`config.mk`:
```
export PLATFORM = sky130hd
export DESIGN_NAME = mii_rx_framer
export DESIGN_NICKNAME = d
export VERILOG_FILES = /design/src/rtl/mii_rx_framer.sv
export SDC_FILE = /design/constraint.sdc
export NUM_CORES = 1
export LEC_CHECK = 0
export CAP_MARGIN = 10
export CORE_UTILIZATION = 55
export CTS_CLUSTER_DIAMETER = 120
export CTS_CLUSTER_SIZE = 10
export DETAILED_ROUTE_END_ITERATION = 8
export GPL_TIMING_DRIVEN = 1
export PLACE_DENSITY = 0.76
export SYNTH_ARGS = -nofsm -noshare
export SYNTH_HDL_FRONTEND = slang
export SYNTH_SLANG_ARGS = --single-unit
```
`constraint.sdc`:
```
create_clock -name clk -period 3.8 [get_ports clk]
set_clock_uncertainty 0.1 [all_clocks]
set_input_delay 0.76 -clock clk [delete_from_list [all_inputs] [get_ports clk]]
set_output_delay 0.76 -clock clk [all_outputs]
set_load 0.01 [all_outputs]
```
`src/rtl/mii_rx_framer.sv`:
```
// MII receive framer: strips preamble/SFD, assembles nibbles into a byte stream
// with SOP/EOP markers and reports CRC-32, length and dribble status at end of frame.
module mii_rx_framer #(
  parameter int MIN_PRE = 7,
  parameter int MAX_LEN = 1522,
  parameter int MIN_LEN = 64
) (
  input  logic        clk,
  input  logic        rst,
  input  logic [3:0]  rx_d,
  input  logic        rx_dv,
  output logic [7:0]  out_data,
  output logic        out_valid,
  output logic        out_sop,
  output logic        out_eop,
  output logic        crc_ok,
  output logic        err_len,
  output logic        err_dribble,
  output logic [15:0] frame_cnt
);

  localparam int CW = $clog2(MAX_LEN + 2);
  localparam logic [CW-1:0] MAX_C     = CW'(MAX_LEN);
  localparam logic [CW-1:0] MIN_C     = CW'(MIN_LEN);
  localparam logic [CW-1:0] SAT_C     = CW'(MAX_LEN + 1);
  localparam logic [CW-1:0] ONE_C     = CW'(1);
  localparam logic [3:0]    MIN_PRE_C = 4'(MIN_PRE);
  localparam logic [31:0]   RESIDUE_C = 32'hDEBB20E3;

  typedef enum logic [1:0] {IDLE, PRE, DATA, DROP} state_t;

  // One nibble through the reflected CRC-32 (poly 0xEDB88320), LSB first.
  function automatic logic [31:0] crc_nib(input logic [31:0] c, input logic [3:0] d);
    logic [31:0] r;
    r = c;
    for (int i = 0; i < 4; i++) begin
      if (r[0] ^ d[i]) r = (r >> 1) ^ 32'hEDB88320;
      else             r = r >> 1;
    end
    return r;
  endfunction

  state_t         state_q, state_d;
  logic [3:0]     pre_cnt_q, pre_cnt_d;
  logic           phase_q, phase_d;
  logic [3:0]     low_q, low_d;
  logic [31:0]    crc_q, crc_d;
  logic [CW-1:0]  byte_cnt_q, byte_cnt_d;
  logic [7:0]     hold_q, hold_d;
  logic           hold_vld_q, hold_vld_d;
  logic           first_q, first_d;
  logic [7:0]     out_data_q, out_data_d;
  logic           out_valid_q, out_valid_d;
  logic           out_sop_q, out_sop_d;
  logic           out_eop_q, out_eop_d;
  logic           crc_ok_q, crc_ok_d;
  logic           err_len_q, err_len_d;
  logic           err_drib_q, err_drib_d;
  logic [15:0]    frame_cnt_q, frame_cnt_d;

  logic [7:0]     byte_s;
  logic [31:0]    crc_byte_s;
  logic           end_ok_s, end_len_s;

  assign byte_s     = {rx_d, low_q};
  assign crc_byte_s = crc_nib(crc_nib(crc_q, low_q), rx_d);
  assign end_ok_s   = (crc_q == RESIDUE_C);
  assign end_len_s  = (byte_cnt_q < MIN_C) || (byte_cnt_q > MAX_C);

  // Next-state and output decode; the CRC only advances on completed bytes so a
  // trailing dribble nibble never reaches it.
  always_comb begin
    state_d     = state_q;
    pre_cnt_d   = pre_cnt_q;
    phase_d     = phase_q;
    low_d       = low_q;
    crc_d       = crc_q;
    byte_cnt_d  = byte_cnt_q;
    hold_d      = hold_q;
    hold_vld_d  = hold_vld_q;
    first_d     = first_q;
    out_data_d  = out_data_q;
    out_valid_d = 1'b0;
    out_sop_d   = 1'b0;
    out_eop_d   = 1'b0;
    crc_ok_d    = 1'b0;
    err_len_d   = 1'b0;
    err_drib_d  = 1'b0;
    frame_cnt_d = frame_cnt_q;
    case (state_q)
      IDLE: begin
        if (rx_dv) begin
          if (rx_d == 4'h5) begin
            state_d   = PRE;
            pre_cnt_d = 4'd1;
          end else begin
            state_d = DROP;
          end
        end else begin
          state_d = IDLE;
        end
      end
      PRE: begin
        if (!rx_dv) begin
          state_d = IDLE;
        end else if (rx_d == 4'h5) begin
          pre_cnt_d = (pre_cnt_q == 4'hF) ? pre_cnt_q : pre_cnt_q + 4'd1;
        end else if ((rx_d == 4'hD) && (pre_cnt_q >= MIN_PRE_C)) begin
          state_d    = DATA;
          crc_d      = 32'hFFFFFFFF;
          byte_cnt_d = '0;
          phase_d    = 1'b0;
          hold_vld_d = 1'b0;
          first_d    = 1'b1;
        end else begin
          state_d = DROP;
        end
      end
      DATA: begin
        if (rx_dv) begin
          if (!phase_q) begin
            low_d   = rx_d;
            phase_d = 1'b1;
          end else begin
            phase_d = 1'b0;
            crc_d   = crc_byte_s;
            if (byte_cnt_q != SAT_C) begin
              byte_cnt_d = byte_cnt_q + ONE_C;
            end else begin
              byte_cnt_d = byte_cnt_q;
            end
            // Past MAX_LEN the last in-range byte stays held for the EOP.
            if (byte_cnt_q < MAX_C) begin
              hold_d     = byte_s;
              hold_vld_d = 1'b1;
              if (hold_vld_q) begin
                out_valid_d = 1'b1;
                out_data_d  = hold_q;
                out_sop_d   = first_q;
                first_d     = 1'b0;
              end else begin
                first_d = first_q;
              end
            end else begin
              hold_vld_d = hold_vld_q;
            end
          end
        end else begin
          state_d    = IDLE;
          hold_vld_d = 1'b0;
          if (hold_vld_q) begin
            out_valid_d = 1'b1;
            out_data_d  = hold_q;
            out_sop_d   = first_q;
            out_eop_d   = 1'b1;
            crc_ok_d    = end_ok_s;
            err_len_d   = end_len_s;
            err_drib_d  = phase_q;
            if (end_ok_s && !end_len_s && !phase_q) begin
              frame_cnt_d = frame_cnt_q + 16'd1;
            end else begin
              frame_cnt_d = frame_cnt_q;
            end
          end else begin
            out_valid_d = 1'b0;
          end
        end
      end
      DROP: begin
        if (!rx_dv) state_d = IDLE;
        else        state_d = DROP;
      end
      default: begin
        state_d = IDLE;
      end
    endcase
  end

  // State, datapath and registered outputs.
  always_ff @(posedge clk or posedge rst) begin
    if (rst) begin
      state_q     <= IDLE;
      pre_cnt_q   <= 4'd0;
      phase_q     <= 1'b0;
      low_q       <= 4'd0;
      crc_q       <= 32'hFFFFFFFF;
      byte_cnt_q  <= '0;
      hold_q      <= 8'd0;
      hold_vld_q  <= 1'b0;
      first_q     <= 1'b0;
      out_data_q  <= 8'd0;
      out_valid_q <= 1'b0;
      out_sop_q   <= 1'b0;
      out_eop_q   <= 1'b0;
      crc_ok_q    <= 1'b0;
      err_len_q   <= 1'b0;
      err_drib_q  <= 1'b0;
      frame_cnt_q <= 16'd0;
    end else begin
      state_q     <= state_d;
      pre_cnt_q   <= pre_cnt_d;
      phase_q     <= phase_d;
      low_q       <= low_d;
      crc_q       <= crc_d;
      byte_cnt_q  <= byte_cnt_d;
      hold_q      <= hold_d;
      hold_vld_q  <= hold_vld_d;
      first_q     <= first_d;
      out_data_q  <= out_data_d;
      out_valid_q <= out_valid_d;
      out_sop_q   <= out_sop_d;
      out_eop_q   <= out_eop_d;
      crc_ok_q    <= crc_ok_d;
      err_len_q   <= err_len_d;
      err_drib_q  <= err_drib_d;
      frame_cnt_q <= frame_cnt_d;
    end
  end

  assign out_data    = out_data_q;
  assign out_valid   = out_valid_q;
  assign out_sop     = out_sop_q;
  assign out_eop     = out_eop_q;
  assign crc_ok      = crc_ok_q;
  assign err_len     = err_len_q;
  assign err_dribble = err_drib_q;
  assign frame_cnt   = frame_cnt_q;

endmodule

```
==> metrics.md <==
| Metric | Value |
|---|---|
| Critical path type | input pin to register |
| Worst hold path depth | 1 |
| Outcome | complete, no violations |
| Post-synthesis sequential area ratio | 50.8% |
| Syn. warnings | 0 |
| Hold Crit Start | frame_cnt[15] |
| DR vias/cell | 5.63 |
| Post-synth cell types | 44 |
| 1st-iter DRT viols | 262 |
| Crit path max fanout | 6 |
| Starting Density | 57.1% |
| Final worst path period need | 2730 ps |
| Psw | 0.00198 W |
| Internal Power | 0.00311 W |
| Total power | 0.00509 W |
| TritonRoute pass-1 iters | 4 |
| Ys flop type | dfrtp_1 |
| Largest area contributor in the netlist | dfrtp_1 |
| Critical path's slowest cell | clkdlybuf4s50_1 |
| Crit path arrival time | 2920 ps |
| Vias in the first global route | 3350 |
| Reg2reg setup slack | 1250 ps |
| Final #Nets | slightly below 500 |
| Flop pwr share | 33.7% |
| Setup_tns | 0 ps |
| FF+latch count, synth | 94 |
| Initial antenna violation count | 0 |
| DR vias | between 3000 and 4000 |
| First-pass GRT wire length | 16.5 mm |
| Final number of hold-violating endpoints | 0 |
| Data required, critical path | around 4000 ps |
| Synth top area cells | dfrtp_1 33%, dfstp_2 18%, xnor2_1 9.7%, xor2_1 5.8%, mux2_2 5.0% |
| Avg Cell Area, Syn | 10.9 um^2 |
| Area grow syn2layout | 16.0% |
| Clk pwr share | 16.1% |
| Crit path launch | rx_d[1] |
| WL/cell | ~17 um |
| Combinational share of power | 50.2% |
| CTS tree | done |
| Crit share post-route | 71.9% |
| Post-CTS Setup Bufs | 0 |
| Layout cells sized above 1 | 20.3% |
| Antenna diode count | 0 |
| GR Overflow Total | 0 |
| Clock transition at path regs | 100 ps |
| Highest Clock Rate | about 0.37 GHz |
| Hpwl dp | 6.77 mm |
| Worst Hold Path EP | frame_cnt[15] |
| CP Capture Type | register |
| CP peak stage delay | 530 ps |
| Cell Area, Synth | 0.00471 mm^2 |
| Top-area cell type share of the netlist area | 32.9% |
| Total track usage | between 20% and 30% |
| Placer Congestion | 0.860 |
| Clock Tree Buf Depth | 2 |
| Row count | 33 |
| RSZ-0062 raised after global routing | false |
| CTS Hold Bufs | 0 |
| Buf+Inv Stages, Crit Path | 1 |
| Mapped Cells | about 430 |
| DRC | 0 |
| Worst R2R Start | crc_q[6] |
| FF-to-FF path depth | 6 |
| Clock sinks | 94 |
| Hold Path Class | register to register |
| Startpoint types | input pin |
| # resized after CTS | 0 |
| Worst-skew pair later-pin latency | 370 ps |
| Antenna viol nets, final | 0 |
| Final WL | 9.81 mm |
| Worst path cell trace | clkdlybuf4s50_1 > xnor2_2 > xnor2_1 > xnor2_2 > xor2_1 > xnor2_1 > a31oi_1 |
| Final Max Tran Viols | 0 |
| P per Cell Area | ~930 mW/mm^2 |
| Finish-stage setup viols | 0 |
| Slew @ Worst Pin | 726 ps |
| Core footprint | 0.00826 mm^2 |
| Die area | 0.00894 mm^2 |
| Post-Synthesis Net Count | 441 |
| Die Height | 94.6 um |
| Asr flop ratio synth | 100% |
| H-tree depth | 3 |
| Max_slew headroom | 51.4% |
| CTS root buf | clkbuf_8 |
| CTS Buf Count | 9 |
| FILL cells | between 600 and 700 |
| Max cap viols | 0 |
| Worst R2R End | frame_cnt[15] |
| # port buffers | 36 |
| Leak pwr | between 2 and 2.5 nW |
| Family with the most delay on the worst path | XOR/XNOR gates |
| EDFF count, synth | 0 |
| I/O Pins | 37 |
| Sw Share | 38.9% |
| VDD IR-drop max | 0.000536 V |
| Die Span X | 94.6 um |
| Largest net degree at the start of global routing | between 40 and 50 |
==> power groups by stage <==
stage	logic [W]	registers (W)	clock network (W)
after global placement	0.00246	0.00172	0
after CTS	0.00254	0.00171	0.000836
after detailed placement	0.00251	0.00172	0
final	0.00255	0.00171	0.000821
after global routing	0.00273	0.00176	0.000868
after floorplan	0.00206	0.00164	0
==> sequential cells by signal, indices dropped and copies added, names as in the netlist <==
register / flops
byte_cnt_q: 11
crc_ok: 1
crc_q: 32
err_dribble: 1
err_len: 1
first_q: 1
frame_cnt: 16
hold_q: 8
hold_vld_q: 1
low_q: 4
out_data: 8
out_eop: 1
out_sop: 1
out_valid: 1
phase_q: 1
pre_cnt_q: 4
state_q: 2
==> layer usage <==
layer / share of wire, % / track usage (%) / vias to the layer above
met3: 4.3 / 3.54 / 20
met2: 49 / 39.3 / 82
met5: 0 / 0 / -
li1: - / - / 1546
met1: 45 / 32.6 / 1639
met4: 1.9 / 9.97 / 0
==> synthesized netlist by cell type (2+ instances only) <==
master	count
ha_1	3
a31oi_1	6
mux2_2	21
buf_2	4
dfstp_2	32
nand3_1	14
a211oi_1	2
nand4b_1	4
nor3_1	11
xor2_2	2
nor3_2	4
xor2_1	31
xnor2_2	8
nor2b_1	3
o21ai_0	5
and3_1	4
nand2b_1	4
inv_1	8
nand2_1	18
xnor2_1	52
a21oi_1	36
dfrtp_1	62
clkbuf_1	6
nor4_1	4
and4b_1	3
nor2_1	61
nand4_1	6
==> area by class of cell <==
type | instances | area, um^2 | area share (%)
repair buffers | 43 | 413 | 7.56
inverters | 9 | 35.0 | 0.641
flip-flops and latches | 94 | 2390 | 43.8
multi-input cells | 317 | 2240 | 40.9
clock buffers | 9 | 124 | 2.27
clock inverters | 7 | 131 | 2.40
well taps | 105 | 131 | 2.40
==> worst max path at each step <==
stage	slack [ps]	endpoint	cells after the start
6_report	1070	crc_q[24]	7
5_1_grt	900	crc_q[31]	8
4_1_cts	1090	crc_q[31]	8
3_5_place_dp	740	crc_q[24]	7
3_3_place_gp	810	crc_q[21]	7
2_1_floorplan	540	byte_cnt_q[0]	1
==> metrics by stage <==
step                      util, %  instances  hold WS [ps]  worst slack [ps]  instance area [um^2]
after CTS                    66.2        584           383              1090                  5460
after detailed placement     63.1        568           368               740                  5210
final                        66.2        584           373              1070                  5460
after global routing         66.2        584           398               902                  5460
after global placement       63.1        568           356               813                  5210
after floorplan                 -        431           350               544                  4710
==> cells by family after synthesis <==
group                    after synthesis  share of synthesized area, %
AND/OR/NAND/NOR                      143                          15.7
adder cells (fa/ha/maj)                3                         0.797
flip-flops                            94                          50.8
XOR/XNOR                              93                          18.9
buffers and inverters                 20                          1.86
multiplexers                          22                          5.23
AO/OA/AOI/OAI                         56                          6.80
==> cell usage in the layout, fill, tap and decap left out, types with 2 or more instances in the layout <==
master,instances
a21oi_1,36
nand2_1,18
inv_1,7
xnor2_2,8
nand4_1,6
and4b_1,3
nor3_2,5
a31oi_1,6
clkdlybuf4s50_1,36
xnor2_1,52
nor3_1,10
a211oi_1,2
nand3_1,14
ha_1,3
buf_4,7
dfstp_2,32
nand4b_1,4
o21ai_0,5
xor2_1,31
bufinv_16,3
dfrtp_1,62
and3_1,4
nor2_1,61
nand2b_1,4
nor2b_1,3
xor2_2,2
nor4_1,4
mux2_2,21
clkbuf_8,9
==> worst reg2reg max path, cell delays in order, from the launching register on <==
cell	delay, ps
dfstp_2	580
nand4bb_1	170
or4_4	540
nor4_4	230
nand2_2	240
nor4_1	440
xor2_1	180
No activity file was read; power rests on OpenSTA's default activity.
==> edit 1 (same settings) <==
The 4 states of `state_t` get a one-hot encoding in 4 bits.
--- a/src/rtl/mii_rx_framer.sv
+++ b/src/rtl/mii_rx_framer.sv
@@ -27,7 +27,7 @@
   localparam logic [3:0]    MIN_PRE_C = 4'(MIN_PRE);
   localparam logic [31:0]   RESIDUE_C = 32'hDEBB20E3;
 
-  typedef enum logic [1:0] {IDLE, PRE, DATA, DROP} state_t;
+  typedef enum logic [3:0] {IDLE = 4'b0001, PRE = 4'b0010, DATA = 4'b0100, DROP = 4'b1000} state_t;
 
   // One nibble through the reflected CRC-32 (poly 0xEDB88320), LSB first.
   function automatic logic [31:0] crc_nib(input logic [31:0] c, input logic [3:0] d);
Function: no difference found for any inputs over 4 cycles, from zero or initial values and one cycle with rst high; so few cycles prove little.
==> edit 1 against the unedited design <==
  * The flow now finishes with violations (design-rule violations)
  * Cell area increased by 5.8%
  * Register-to-register slack got worse by 210 ps
  * Hold slack improved by 5.0 ps
  * Sequential cell count increased by 2
  * First-iteration DRC count decreased by 26%
  * Critical endpoint is now byte_cnt_q[2]
  * Synthesized area increased by 8.2%
  * Routed wire length increased by 13%
  * Largest cell class is now multi-input combinational cells
  * Worst setup slack got worse by 91 ps
Power is not compared: it rests on default switching activity, and its combinational part moved more than twofold at a synthesized area within 25%.
==> edit 1: results (changes against the unedited design) <==
| Metric | Value |
|---|---|
| Nets | `514 (was 484)` |
| Vias in the first global route | `3606 (was 3350)` |
| FF-to-FF setup slack | `1040 ps (was 1250 ps)` |
| Synthesized Nets | `476 (was 441)` |
| Worst Hold Depth | `2 (was 1)` |
| Crit-path max FO | `14 (was 6)` |
| WP data arrival | `2950 ps (was 2920 ps)` |
| Mux share of post-synthesis cell area | `4.84% (was 5.23%)` |
| Distinct cells, synth | `59 (was 44)` |
| FF-to-FF Start | `state_q[1] (was crc_q[6])` |
| Outcome | `finished with violations (was finished, final reports clean)` |
| Share of post-route cells with drive strength above 1 | `19.4% (was 20.3%)` |
| Tot GR Track Use | `24.5% (was 24.2%)` |
| Violated checks | `design-rule violations` |
| Initial detailed-routing violation count | `193 (was 262)` |
| DRT Pass-1 Iters | `9 (was 4)` |
| Adder-cell share of the synthesized area | `0.736% (was 0.797%)` |
| Worst R2R End | `out_data[2] (was frame_cnt[15])` |
| Routability cong. | `0.889 (was 0.860)` |
| Drt total wl | `11000 um (was 9810 um)` |
| DP HPWL | `7860 um (was 6770 um)` |
| Hold endpoint | `first_q (was frame_cnt[15])` |
| Synth Area in XOR/XNOR | `17.9% (was 18.9%)` |
| Reg2Reg Depth | `5 (was 6)` |
| Synth top area cells | `dfrtp_1, dfstp_2, xnor2_1 (unchanged)` |
| Compound-Gate Fraction of Synth Area | `8.37% (was 6.80%)` |
| Drt drc | `3 (was 0)` |
| First-pass GRT wire length | `18500 um (was 16500 um)` |
| Filler Cell Count | `694 (was 642)` |
| Power Total | `1.86 mW` |
| Sequential share of the synthesized area | `47.9% (was 50.8%)` |
[edit 1: worst max path at each step]
stage	start	end	slack [ps]	cells after the start
global placement	rx_dv	byte_cnt_q[2]	650	6
CTS	rx_dv	frame_cnt[1]	1020	5
floorplan	rst	byte_cnt_q[0]	490	1
global route	rx_dv	pre_cnt_q[3]	800	6
detailed placement	rx_dv	frame_cnt[1]	620	5
finish	rx_dv	byte_cnt_q[2]	980	6
[edit 1: through the flow]
step / utilization, % / hold slack (ps) / std cells
3_5_place_dp: 63.1 / 360 / 601
2_1_floorplan: - / 339 / 466
6_report: 65.3 / 378 / 617
5_1_grt: 65.3 / 389 / 617
4_1_cts: 65.3 / 380 / 617
3_3_place_gp: 63.1 / 354 / 601
[edit 1: critical path, stage by stage]
cell and delay [ps]:
clkdlybuf4s50_1 840, inv_1 170, nor3_2 730, o221ai_1 220, xnor2_1 180, nor2_1 60
[edit 1: kinds of logic (layout without fill, tap and decap cells)]
logic type      count (synthesis)  in the layout
simple gates                  152            152
flops                          96             96
xor+xnor                       95             95
compound gates                 69             69
buf+inv                        29             72
mux                            22             22
fa+ha+maj                       3              3
[edit 1: routing by layer]
metal | share of wire (%) | vias to the layer above | GRT usage [%] | wire [um]
li1 | - | 1717 | - | -
met1 | 46 | 1827 | 33.8 | 5070
met2 | 48 | 96 | 38.5 | 5300
met3 | 4.0 | 22 | 3.29 | 437
met4 | 2.0 | 0 | 11.5 | 223
met5 | 0 | - | 0 | 0
[edit 1: area by class of cell]
class	instances	area, um^2	share of cell area, %
sequential	96	2440	42.3
tap	108	135	2.34
timing repair buffer	46	448	7.75
multi-input combinational	341	2520	43.5
inverter	10	38.8	0.671
clock inverter	5	56.3	0.974
clock buffer	11	141	2.45
==> edit 2 (same flow settings) <==
Without the edit above. Set the parameter `MAX_LEN` to 3044 (it was 1522).
--- a/src/rtl/mii_rx_framer.sv
+++ b/src/rtl/mii_rx_framer.sv
@@ -2,7 +2,7 @@
 // with SOP/EOP markers and reports CRC-32, length and dribble status at end of frame.
 module mii_rx_framer #(
   parameter int MIN_PRE = 7,
-  parameter int MAX_LEN = 1522,
+  parameter int MAX_LEN = 3044,
   parameter int MIN_LEN = 64
 ) (
   input  logic        clk,
Check against the original RTL: no difference found for any inputs over 4 cycles, from zero or initial values and one cycle with rst high; that may be too few to reach the edited logic, so the function may still have changed.
==> edit 2 against the unedited design <==
  * Total power up 0.96%
  * Worst setup slack got worse by 120 ps
  * Largest cell class unchanged
  * Cell area up 0.27%
  * Sequential cell count increased by 1
  * Utilization shrank 0.48 points
  * Routed wire length fell by 1.0%
  * Critical endpoint is now byte_cnt_q[8]
  * Synthesized area increased by 2.2%
  * Die area increased by 2.2%
==> edit 2: results (changes against the unedited design) <==
| Metric | Value |
|---|---|
| Outcome | `finished, final reports clean (unchanged)` |
| First-pass GRT wire length | `16500 um (about the same)` |
| Comb_multi_in | `318 (was 317)` |
| DP HPWL | `6800 um (was 6770 um)` |
| Synthesized Nets | `448 (was 441)` |
| Buffers on Ports | `36 (unchanged)` |
| Max-slew headroom | `53.1% (was 51.4%)` |
| GRT met1 Usage | `34.0% (was 32.6%)` |
| Comb. pwr | `2.80 mW (was 2.55 mW)` |
| Vias | `3372 (was 3287)` |
| Tot GR Track Use | `23.9% (was 24.2%)` |
| Seq Cell Count | `95 (was 94)` |
| Clock root cell | `clkbuf_8 (unchanged)` |
| Leak | `2.29 nW (was 2.32 nW)` |
| Met2 usage | `37.7% (was 39.3%)` |
| Drt via density | `5.79 (was 5.63)` |
| Placed instance count | `566 (was 568)` |
| Initial detailed-routing violation count | `216 (was 262)` |
| Share of post-route cells with drive strength above 1 | `18.4% (was 20.3%)` |
| Cells after Synth | `436 (was 431)` |
| Crit-path max FO | `9 (was 6)` |
| DRT Pass-1 Iters | `5 (was 4)` |
| Non-CTS inverters | `6 (was 9)` |
| Drt total wl | `9710 um (was 9810 um)` |
| Clock buffer count from CTS | `9 (unchanged)` |
| Distinct cells, synth | `48 (was 44)` |
| WP data arrival | `3050 ps (was 2920 ps)` |
| Met3 Use GR | `3.27% (was 3.54%)` |
| Area of the multi-input gates | `2300 um^2 (was 2240 um^2)` |
| Routability cong. | `0.943 (was 0.860)` |
| Filler Cell Count | `657 (was 642)` |
| Clk cell area share | `3.36% (was 4.67%)` |
| Worst vdd ir | `682 uV (was 536 uV)` |
| Sequential cell area share | `44.1% (was 43.8%)` |
| Vias in the first global route | `3272 (was 3350)` |
| H-tree levels | `3 (unchanged)` |
| Signal buffers | `42 (was 43)` |
| Synth top area cells | `dfrtp_1, dfstp_2, xnor2_1 (unchanged)` |
| Largest net degree at the start of global routing | `58 (was 44)` |
| Sequential share of the synthesized area | `50.2% (was 50.8%)` |
| Int Pwr | `3.05 mW (was 3.11 mW)` |
[edit 2: cell count changes after synthesis, sizes merged, moves of 4 or more]
| cell | unedited run | this run |
|---|---|---|
| and3 | 4 | 9 |
| nor3 | 15 | 6 |
| clkbuf | 6 | 16 |
| xnor2 | 60 | 65 |
| and2 | 0 | 4 |
| buf | 5 | 1 |
| a21oi | 36 | 30 |
| nand4 | 6 | 17 |
| o21ai | 6 | 10 |
| nor2 | 61 | 43 |
| xor2 | 33 | 26 |
[edit 2: critical path, stage by stage]
cell and delay [ps]:
clkdlybuf4s50_1 630, and4b_1 290, and4_1 390, o2111a_1 360, nand3_1 140, or3_1 330, a21oi_1 140
[edit 2: worst paths after layout]
path,from,end,slack (ps),cells after the start
max in group asynchronous,rst,crc_q[6],2140,3
worst min-delay path,frame_cnt[15],frame_cnt[15],380,1
worst max-delay path,rx_d[2],byte_cnt_q[8],950,7
worst max register to register,crc_q[13],frame_cnt[1],1330,6
min in group asynchronous,rst,frame_cnt[14],690,2
worst min register to register,frame_cnt[15],frame_cnt[15],380,1
[edit 2: cell families after synthesis]
| family | count (synthesis) | share of synthesized area [%] |
|---|---|---|
| DFF | 95 | 50.2 |
| buffers and inverters | 23 | 1.95 |
| xor gates and xnor gates | 92 | 18.8 |
| adders and majority gates | 5 | 1.30 |
| and+or+nand+nor | 139 | 15.4 |
| muxes | 21 | 4.91 |
| AOI/OAI and AO/OA | 61 | 7.46 |
[edit 2: routing by layer]
layer,share of wire [%],vias up
li1,-,1583
met1,45,1689
met2,49,87
met3,4.7,13
met4,1.4,0
met5,0,-
[edit 2: metrics by stage]
stage	area [um^2]	worst slack [ps]
2_1_floorplan	4820	516
3_3_place_gp	5300	683
3_5_place_dp	5300	585
4_1_cts	5480	994
5_1_grt	5480	830
6_report	5480	947
